--- src/rtl/scalar_pkg.sv ---
// rtl/scalar_pkg.sv - shared state encoding, default sizes and width helper for the scalar-product feeder
package scalar_pkg;

  localparam int NBITS = 4;
  localparam int NDATA = 4;
  localparam int NMAC  = 2;
  localparam int NLAT  = NDATA / NMAC + 1;
  localparam int VEC_W = NDATA * NBITS;
  localparam int RES_W = 2 * NBITS;

  // Index registers need at least one bit even when only one value exists
  function automatic int idx_width(input int n);
    return (n > 1) ? $clog2(n) : 1;
  endfunction

  localparam int IDX_W = idx_width(NDATA);
  localparam int CNT_W = idx_width(NLAT);

  typedef enum logic [1:0] {
    ST_LOAD  = 2'd0,
    ST_CLEAR = 2'd1,
    ST_RUN   = 2'd2,
    ST_DONE  = 2'd3
  } state_t;

endpackage

--- src/rtl/scalar_operand_packer.sv ---
// rtl/scalar_operand_packer.sv - indexed write of one (a,b) element pair into the flat operand registers
module scalar_operand_packer
  import scalar_pkg::*;
#(
  parameter int Nbits = NBITS,
  parameter int Ndata = NDATA,
  parameter int IW    = idx_width(NDATA)
) (
  input  logic                   clk,
  input  logic                   resetn,
  input  logic                   wr_en,
  input  logic [IW-1:0]          wr_idx,
  input  logic [Nbits-1:0]       a,
  input  logic [Nbits-1:0]       b,
  output logic [Ndata*Nbits-1:0] a_vec,
  output logic [Ndata*Nbits-1:0] b_vec
);

  // Slots not addressed by this write keep the previous vector's element
  always_ff @(posedge clk) begin
    if (!resetn) begin
      a_vec <= '0;
      b_vec <= '0;
    end else if (wr_en) begin
      for (int k = 0; k < Ndata; k++) begin
        if (wr_idx == IW'(k)) begin
          a_vec[k*Nbits +: Nbits] <= a;
          b_vec[k*Nbits +: Nbits] <= b;
        end
      end
    end
  end

endmodule

--- src/rtl/scalar_product_feeder.sv ---
// rtl/scalar_product_feeder.sv - gathers operand pairs, sequences the MAC array clear/compute window and returns the dot product
module scalar_product_feeder
  import scalar_pkg::*;
#(
  parameter int Nbits = NBITS,
  parameter int Ndata = NDATA,
  parameter int Nmac  = NMAC,
  parameter int Nlat  = Ndata / Nmac + 1
) (
  input  logic                   clk,
  input  logic                   reset,
  input  logic                   in_valid,
  output logic                   in_ready,
  input  logic [Nbits-1:0]       in_a,
  input  logic [Nbits-1:0]       in_b,
  output logic [Ndata*Nbits-1:0] A_out,
  output logic [Ndata*Nbits-1:0] B_out,
  output logic                   mac_clr,
  input  logic [2*Nbits-1:0]     mac_out,
  output logic                   res_valid,
  input  logic                   res_ready,
  output logic [2*Nbits-1:0]     res_data
);

  localparam int IW = idx_width(Ndata);
  localparam int CW = idx_width(Nlat);

  state_t         state;
  state_t         state_nxt;
  logic [IW-1:0]  idx;
  logic [CW-1:0]  cnt;
  logic           accept;
  logic           last_slot;
  logic           run_done;

  assign accept    = in_valid && in_ready;
  assign last_slot = (idx == IW'(Ndata - 1));
  assign run_done  = (cnt == CW'(Nlat - 1));

  always_ff @(posedge clk) begin
    if (!reset) begin
      state <= ST_LOAD;
    end else begin
      state <= state_nxt;
    end
  end

  always_comb begin
    state_nxt = ST_LOAD;
    case (state)
      ST_LOAD:  state_nxt = (accept && last_slot) ? ST_CLEAR : ST_LOAD;
      ST_CLEAR: state_nxt = ST_RUN;
      ST_RUN:   state_nxt = run_done ? ST_DONE : ST_RUN;
      ST_DONE:  state_nxt = res_ready ? ST_LOAD : ST_DONE;
      default:  state_nxt = ST_LOAD;
    endcase
  end

  // Gated by reset so neither a load nor a clear escapes while reset is held
  always_comb begin
    in_ready = 1'b0;
    mac_clr  = 1'b0;
    case (state)
      ST_LOAD:  in_ready = reset;
      ST_CLEAR: mac_clr  = reset;
      default: begin
        in_ready = 1'b0;
        mac_clr  = 1'b0;
      end
    endcase
  end

  always_ff @(posedge clk) begin
    if (!reset) begin
      idx       <= '0;
      cnt       <= '0;
      res_data  <= '0;
      res_valid <= 1'b0;
    end else begin
      case (state)
        ST_LOAD: begin
          if (accept) begin
            idx <= last_slot ? '0 : idx + IW'(1);
          end
        end
        ST_CLEAR: cnt <= '0;
        ST_RUN: begin
          cnt <= cnt + CW'(1);
          // Last compute cycle: the array output is settled, capture it
          if (run_done) begin
            res_data  <= mac_out;
            res_valid <= 1'b1;
          end
        end
        ST_DONE: begin
          if (res_ready) begin
            res_valid <= 1'b0;
          end
        end
        default: begin
          idx       <= '0;
          cnt       <= '0;
          res_valid <= 1'b0;
        end
      endcase
    end
  end

  scalar_operand_packer #(
    .Nbits (Nbits),
    .Ndata (Ndata),
    .IW    (IW)
  ) u_packer (
    .clk    (clk),
    .resetn (reset),
    .wr_en  (accept),
    .wr_idx (idx),
    .a      (in_a),
    .b      (in_b),
    .a_vec  (A_out),
    .b_vec  (B_out)
  );

endmodule

--- config.mk ---
export PLATFORM = sky130hd
export DESIGN_NAME = scalar_product_feeder
export DESIGN_NICKNAME = d
export VERILOG_FILES = /design/src/rtl/scalar_pkg.sv /design/src/rtl/scalar_operand_packer.sv /design/src/rtl/scalar_product_feeder.sv
export SDC_FILE = /design/constraint.sdc
export NUM_CORES = 1
export LEC_CHECK = 0
export BUFFER_PORTS_ARGS = -buffer_cell sky130_fd_sc_hd__buf_4
export CAP_MARGIN = 15
export CORE_MARGIN = 2
export CORE_UTILIZATION = 30
export CTS_CLUSTER_DIAMETER = 40
export DETAILED_ROUTE_END_ITERATION = 8
export MAX_ROUTING_LAYER = met4
export PLACE_DENSITY = 0.58
export SYNTH_ARGS = -nofsm -noshare
export SYNTH_HDL_FRONTEND = slang
export SYNTH_SLANG_ARGS = --single-unit
--- constraint.sdc ---
create_clock -name clk -period 4 [get_ports clk]
set_input_delay 0.8 -clock clk [delete_from_list [all_inputs] [get_ports clk]]
set_output_delay 0.8 -clock clk [all_outputs]
set_load 0.005 [all_outputs]
Word level (Yosys, flattened, before mapping)

Index checks and enable logic that the tools add are counted.

Muxes and demuxes: 11
Equal/unequal tests: 9
Reduce and logical (&&, ||, !) cells: 13
$add $sub $neg: 2

Operators with widths:

| cell                                           | number |
|---|---|
| AND reduction 2 bit                            | 6 |
| == test 2 bit (second input constant)          | 5 |
| one-hot mux 2 bit (4 select lines)             | 1 |
| two-way mux 1 bit                              | 6 |
| adder 2 x 1 -> 2 bit (second input constant)   | 2 |
| == test 2 x 1 -> 1 bit (second input constant) | 2 |
| logical NOT 2 bit                              | 2 |
| two-way mux 2 bit                              | 2 |
| inequality test 2 bit (second input constant)  | 2 |
| one-hot mux 2 bit (2 select lines)             | 1 |
| nonzero test 2 bit                             | 2 |
| AND reduction 3 bit                            | 1 |
| logical AND 1 bit                              | 2 |
| one-hot mux 1 bit (2 select lines)             | 1 |

Flip-flop bits (word level): 47
Output and inout port bits: 43

Depth between registers and ports, before layout

Depth after elaboration: 6
Gate-level depth with buffers: 7

Modules after synthesis

From an unflattened synthesis, not the netlist that was laid out.

Cells, all modules: 196
Area, all modules: 1,894.3 um2

Modules (own cells, without submodules):

| module                | instances | cells each | seq. area each (um2) | area each (um2) |
|---|---|---|---|---|
| scalar_operand_packer | 1         | 115        | 640.6                | 1,176.1 |
| scalar_product_feeder | 1         | 81         | 300.3                | 718.2 |

Worst setup path after synthesis

OpenSTA, ideal clock, no wires.

Path kind: input to output
Start: input reset
End: output in_ready
Data arrival time: 1,259 ps
Stages: 3
Setup slack: 1,941 ps
Cells stage by stage: buf_6 > buf_1 > and2_1

Cells in the longest elaborated chain, start to end: 1

RTL lines:

| element           | line                        | text |
|---|---|---|
| from (decl)       | scalar_product_feeder.sv:11 | `input logic reset,` |
| two-way mux 1 bit | scalar_product_feeder.sv:63 | `case (state)` |
| to (decl)         | scalar_product_feeder.sv:13 | `output logic in_ready,` |

Every way passes these cells.

Worst setup path after layout

Start: input reset
End: output mac_clr

Cells in the longest elaborated chain, start to end: 1

RTL lines:

| element           | line                        | text |
|---|---|---|
| two-way mux 1 bit | scalar_product_feeder.sv:63 |  |
| to (decl)         | scalar_product_feeder.sv:18 | `output logic mac_clr,` |

Every way passes these cells.

==> results.py <==
metrics = {
    "power_and_ir_drop": {
        "comb_power_share": 0.143,
        "p_int_uw": 775.3,
        "sw_frac_of_total": 0.2463,
        "irDropWorstVdd_mv": 0.1653,
        "power.share.clock": 0.356,
        "powerDensity_mw_per_mm2": 402.8,
        "switchingPower_uw": 253.3,
        "leakagePower_nw": 1.070,
        "power_mw": 1.029,
        "pwr-share-seq": 0.501,
    },
    "finish": {
        "drive_gt1_frac": 0.3088,
        "ff_latch_area_sq_um": 940.9,
        "antenna_cells": 0,
        "finalNetCount": 314,
        "num-fill-cells": 668,
        "multi_input_area_sq_um": 903.4,
        "syn_to_final_growth_pct": 27.09,
    },
    "logic_synthesis": {
        "synthFlopType": "dfxtp_1",
        "synth.distinct_cells": 26,
        "synth_area_leader_cell": "dfxtp_1",
        "synthTopCellsByCount": "nand2_1, dfxtp_1, o21ai_2",
        "synth-edff-count": 0,
        "synth_area_sq_mm": 0.002009,
        "syn_area_per_cell_sq_um": 8.737,
        "postSynthCellCount": 230,
        "yosysWarnings": 0,
        "synth.most_common_cell": "nand2_1",
        "synthArstFlopShare": 0,
        "ys_top_cells_by_area": "dfxtp_1, nand2_1, o21ai_2",
        "synth_fp_nets": 260,
        "ys_seq_elements": 47,
        "yosysSeqAreaShare": 0.4682,
        "yosysTopAreaCellShare": 0.4682,
    },
    "critical_path": {
        "r2r_cells": 5,
        "critPathKind": "primary input to primary output",
        "endpoint_kind": "primary output",
        "reg2reg_from": "state[1]",
        "cp_slowest_cell": "buf_4",
        "cp_max_fo": 53,
        "crit_chain": "buf_4 > and2_1 > buf_4",
        "r2r_end": "state[0]",
        "rrSetupSlack_ns": 2.33,
        "startpoint": "reset",
        "crit_arrival_ns": 1.53,
        "required_ns": 3.20,
        "crit_path_max_incr_delay_ns": 0.40,
        "startpoint_type": "primary input",
        "crit_top_cell": "buf_4",
    },
    "route": {
        "vias": 1610,
        "drt_iter0_markers": 51,
        "ant_nets": 0,
        "vias_per_cell": 4.448,
        "first_pass_iters": 7,
        "wl_microns": 4143,
        "wl_per_cell_microns": 11.44,
        "drc_errors": 5,
    },
    "clock_tree": {
        "post_cts_buffers": 0,
        "postCtsHoldBufs": 0,
        "numCtsBuffers": 5,
        "clk_latency_ns": 0.30,
        "clock_sinks": 47,
        "cts_tree": "done",
        "root_buffer": "clkbuf_8",
        "clk_pin_slew_ns": 0.09,
        "clockBufferDepth": 2,
        "cts_max_level": 2,
        "cts_resized": 0,
    },
    "floorplan": {
        "die_area_sq_mm": 0.007369,
        "ios": 63,
        "initial_utilization": 0.3129,
        "die_h_microns": 85.84,
        "die_x_microns": 85.84,
        "rows": 29,
        "design.core.area_sq_mm": 0.006422,
    },
    "timing": {
        "drv_slew": 0,
        "setup_violations": 0,
        "min_period_over_period": 0.5813,
        "maxSlewHeadroom": 0.6685,
        "fin_worst_skew_ns": 0.009117,
        "worstMarginPinSlew_ns": 0.4973,
        "min_period_ns": 2.325,
        "final_hold_viol_count": 0,
        "max_freq_ghz": 0.4300,
        "rsz0062_at_grt": "false",
        "tns_ns": 0,
    },
    "worst_hold_path": {
        "hold_depth": 2,
        "hold_path.class": "register to register",
        "hold_start": "u_packer.b_vec[3]",
        "hold_end": "u_packer.b_vec[3]",
    },
    "run": {
        "max-cap-violations": 0,
    },
    "global_route": {
        "grt_pass1_vias": 1483,
        "grt-ovfl-total": 0,
        "antenna_found_initial": 0,
        "grt_max_degree": 54,
        "grt_pass1_wl_microns": 6989,
        "gr-usage-all-layers": 0.1213,
    },
    "outcome": {
        "violations": "design-rule violations",
        "status": "finished, violations left",
    },
    "place": {
        "dpl.hpwl_microns": 2979,
        "io_buffers": 62,
        "gp_congestion": 0.6900,
    },
}
[metal layers]
layer,global-route usage,vias to the layer above,part of all wire
met1,0.1599,722,0.47
li1,-,852,-
met5,-,-,0
met4,0.04329,0,0.011
met3,0.02599,4,0.046
met2,0.1839,32,0.47
[worst max-delay path by stage]
stage                          end  slack, ns  cells past startpoint
after detailed placement   mac_clr       1.65                      3
final                      mac_clr       1.67                      3
after CTS                  mac_clr       1.65                      3
after global routing       mac_clr       1.57                      3
after floorplan           in_ready       1.94                      3
after global placement     mac_clr       1.67                      3
[cells by family after synthesis]
kind of cell             after synthesis  synth area share
AO/OA/AOI/OAI                         49            0.1687
adder cells (fa/ha/maj)               10           0.06227
buffers and inverters                 22           0.08219
flip-flops                            47            0.4682
multiplexers                           1          0.004982
AND/OR/NAND/NOR                      101            0.2136
[flip-flops by register name, summed over array words and instances (netlist names)]
| name | cells |
|---|---|
| res_valid | 1 |
| u_packer.b_vec | 16 |
| res_data | 8 |
| idx | 2 |
| state | 2 |
| u_packer.a_vec | 16 |
| cnt | 2 |
[worst max-delay path, delay by kind of cell]
kind,cells,cell delay [ns]
buffers and inverters,2,0.51
AND/OR/NAND/NOR,1,0.21
[area by class of cell]
cell class                 instances  share of cell area
clock buffer                       6             0.03234
tap                               77             0.03773
timing repair buffer              62              0.1823
inverter                           7             0.01029
sequential                        47              0.3684
multi-input combinational        161              0.3537
clock inverter                     2             0.01519
[power groups by stage]
stage | Combinational, mW | Sequential [mW] | Clock [mW]
after floorplan | 0.0887 | 0.525 | 0
after global placement | 0.148 | 0.526 | 0
after detailed placement | 0.150 | 0.527 | 0
after CTS | 0.151 | 0.516 | 0.380
after global routing | 0.168 | 0.520 | 0.399
final | 0.147 | 0.515 | 0.366
[cell usage in the layout (no fill, tap or decap), drive strengths merged, types with 3 or more instances in the layout]
| master | n |
|---|---|
| nand2 | 84 |
| buf | 62 |
| dfxtp | 47 |
| o21ai | 33 |
| a21boi | 10 |
| ha | 10 |
| inv | 8 |
| clkbuf | 6 |
| and2 | 4 |
| and4 | 4 |
| nand2b | 3 |
| a21oi | 3 |
[metrics by stage]
step	setup WS [ns]	cell area, sq um	instances	hold slack (ns)	util
2_1_floorplan	1.941	2009	230	0.4447	-
3_3_place_gp	1.668	2432	354	0.4408	0.3787
3_5_place_dp	1.655	2432	354	0.4481	0.3787
4_1_cts	1.646	2554	362	0.4613	0.3976
5_1_grt	1.570	2554	362	0.4763	0.3976
6_report	1.675	2554	362	0.4591	0.3976
Note: power is estimated with default switching activity, not from simulation.
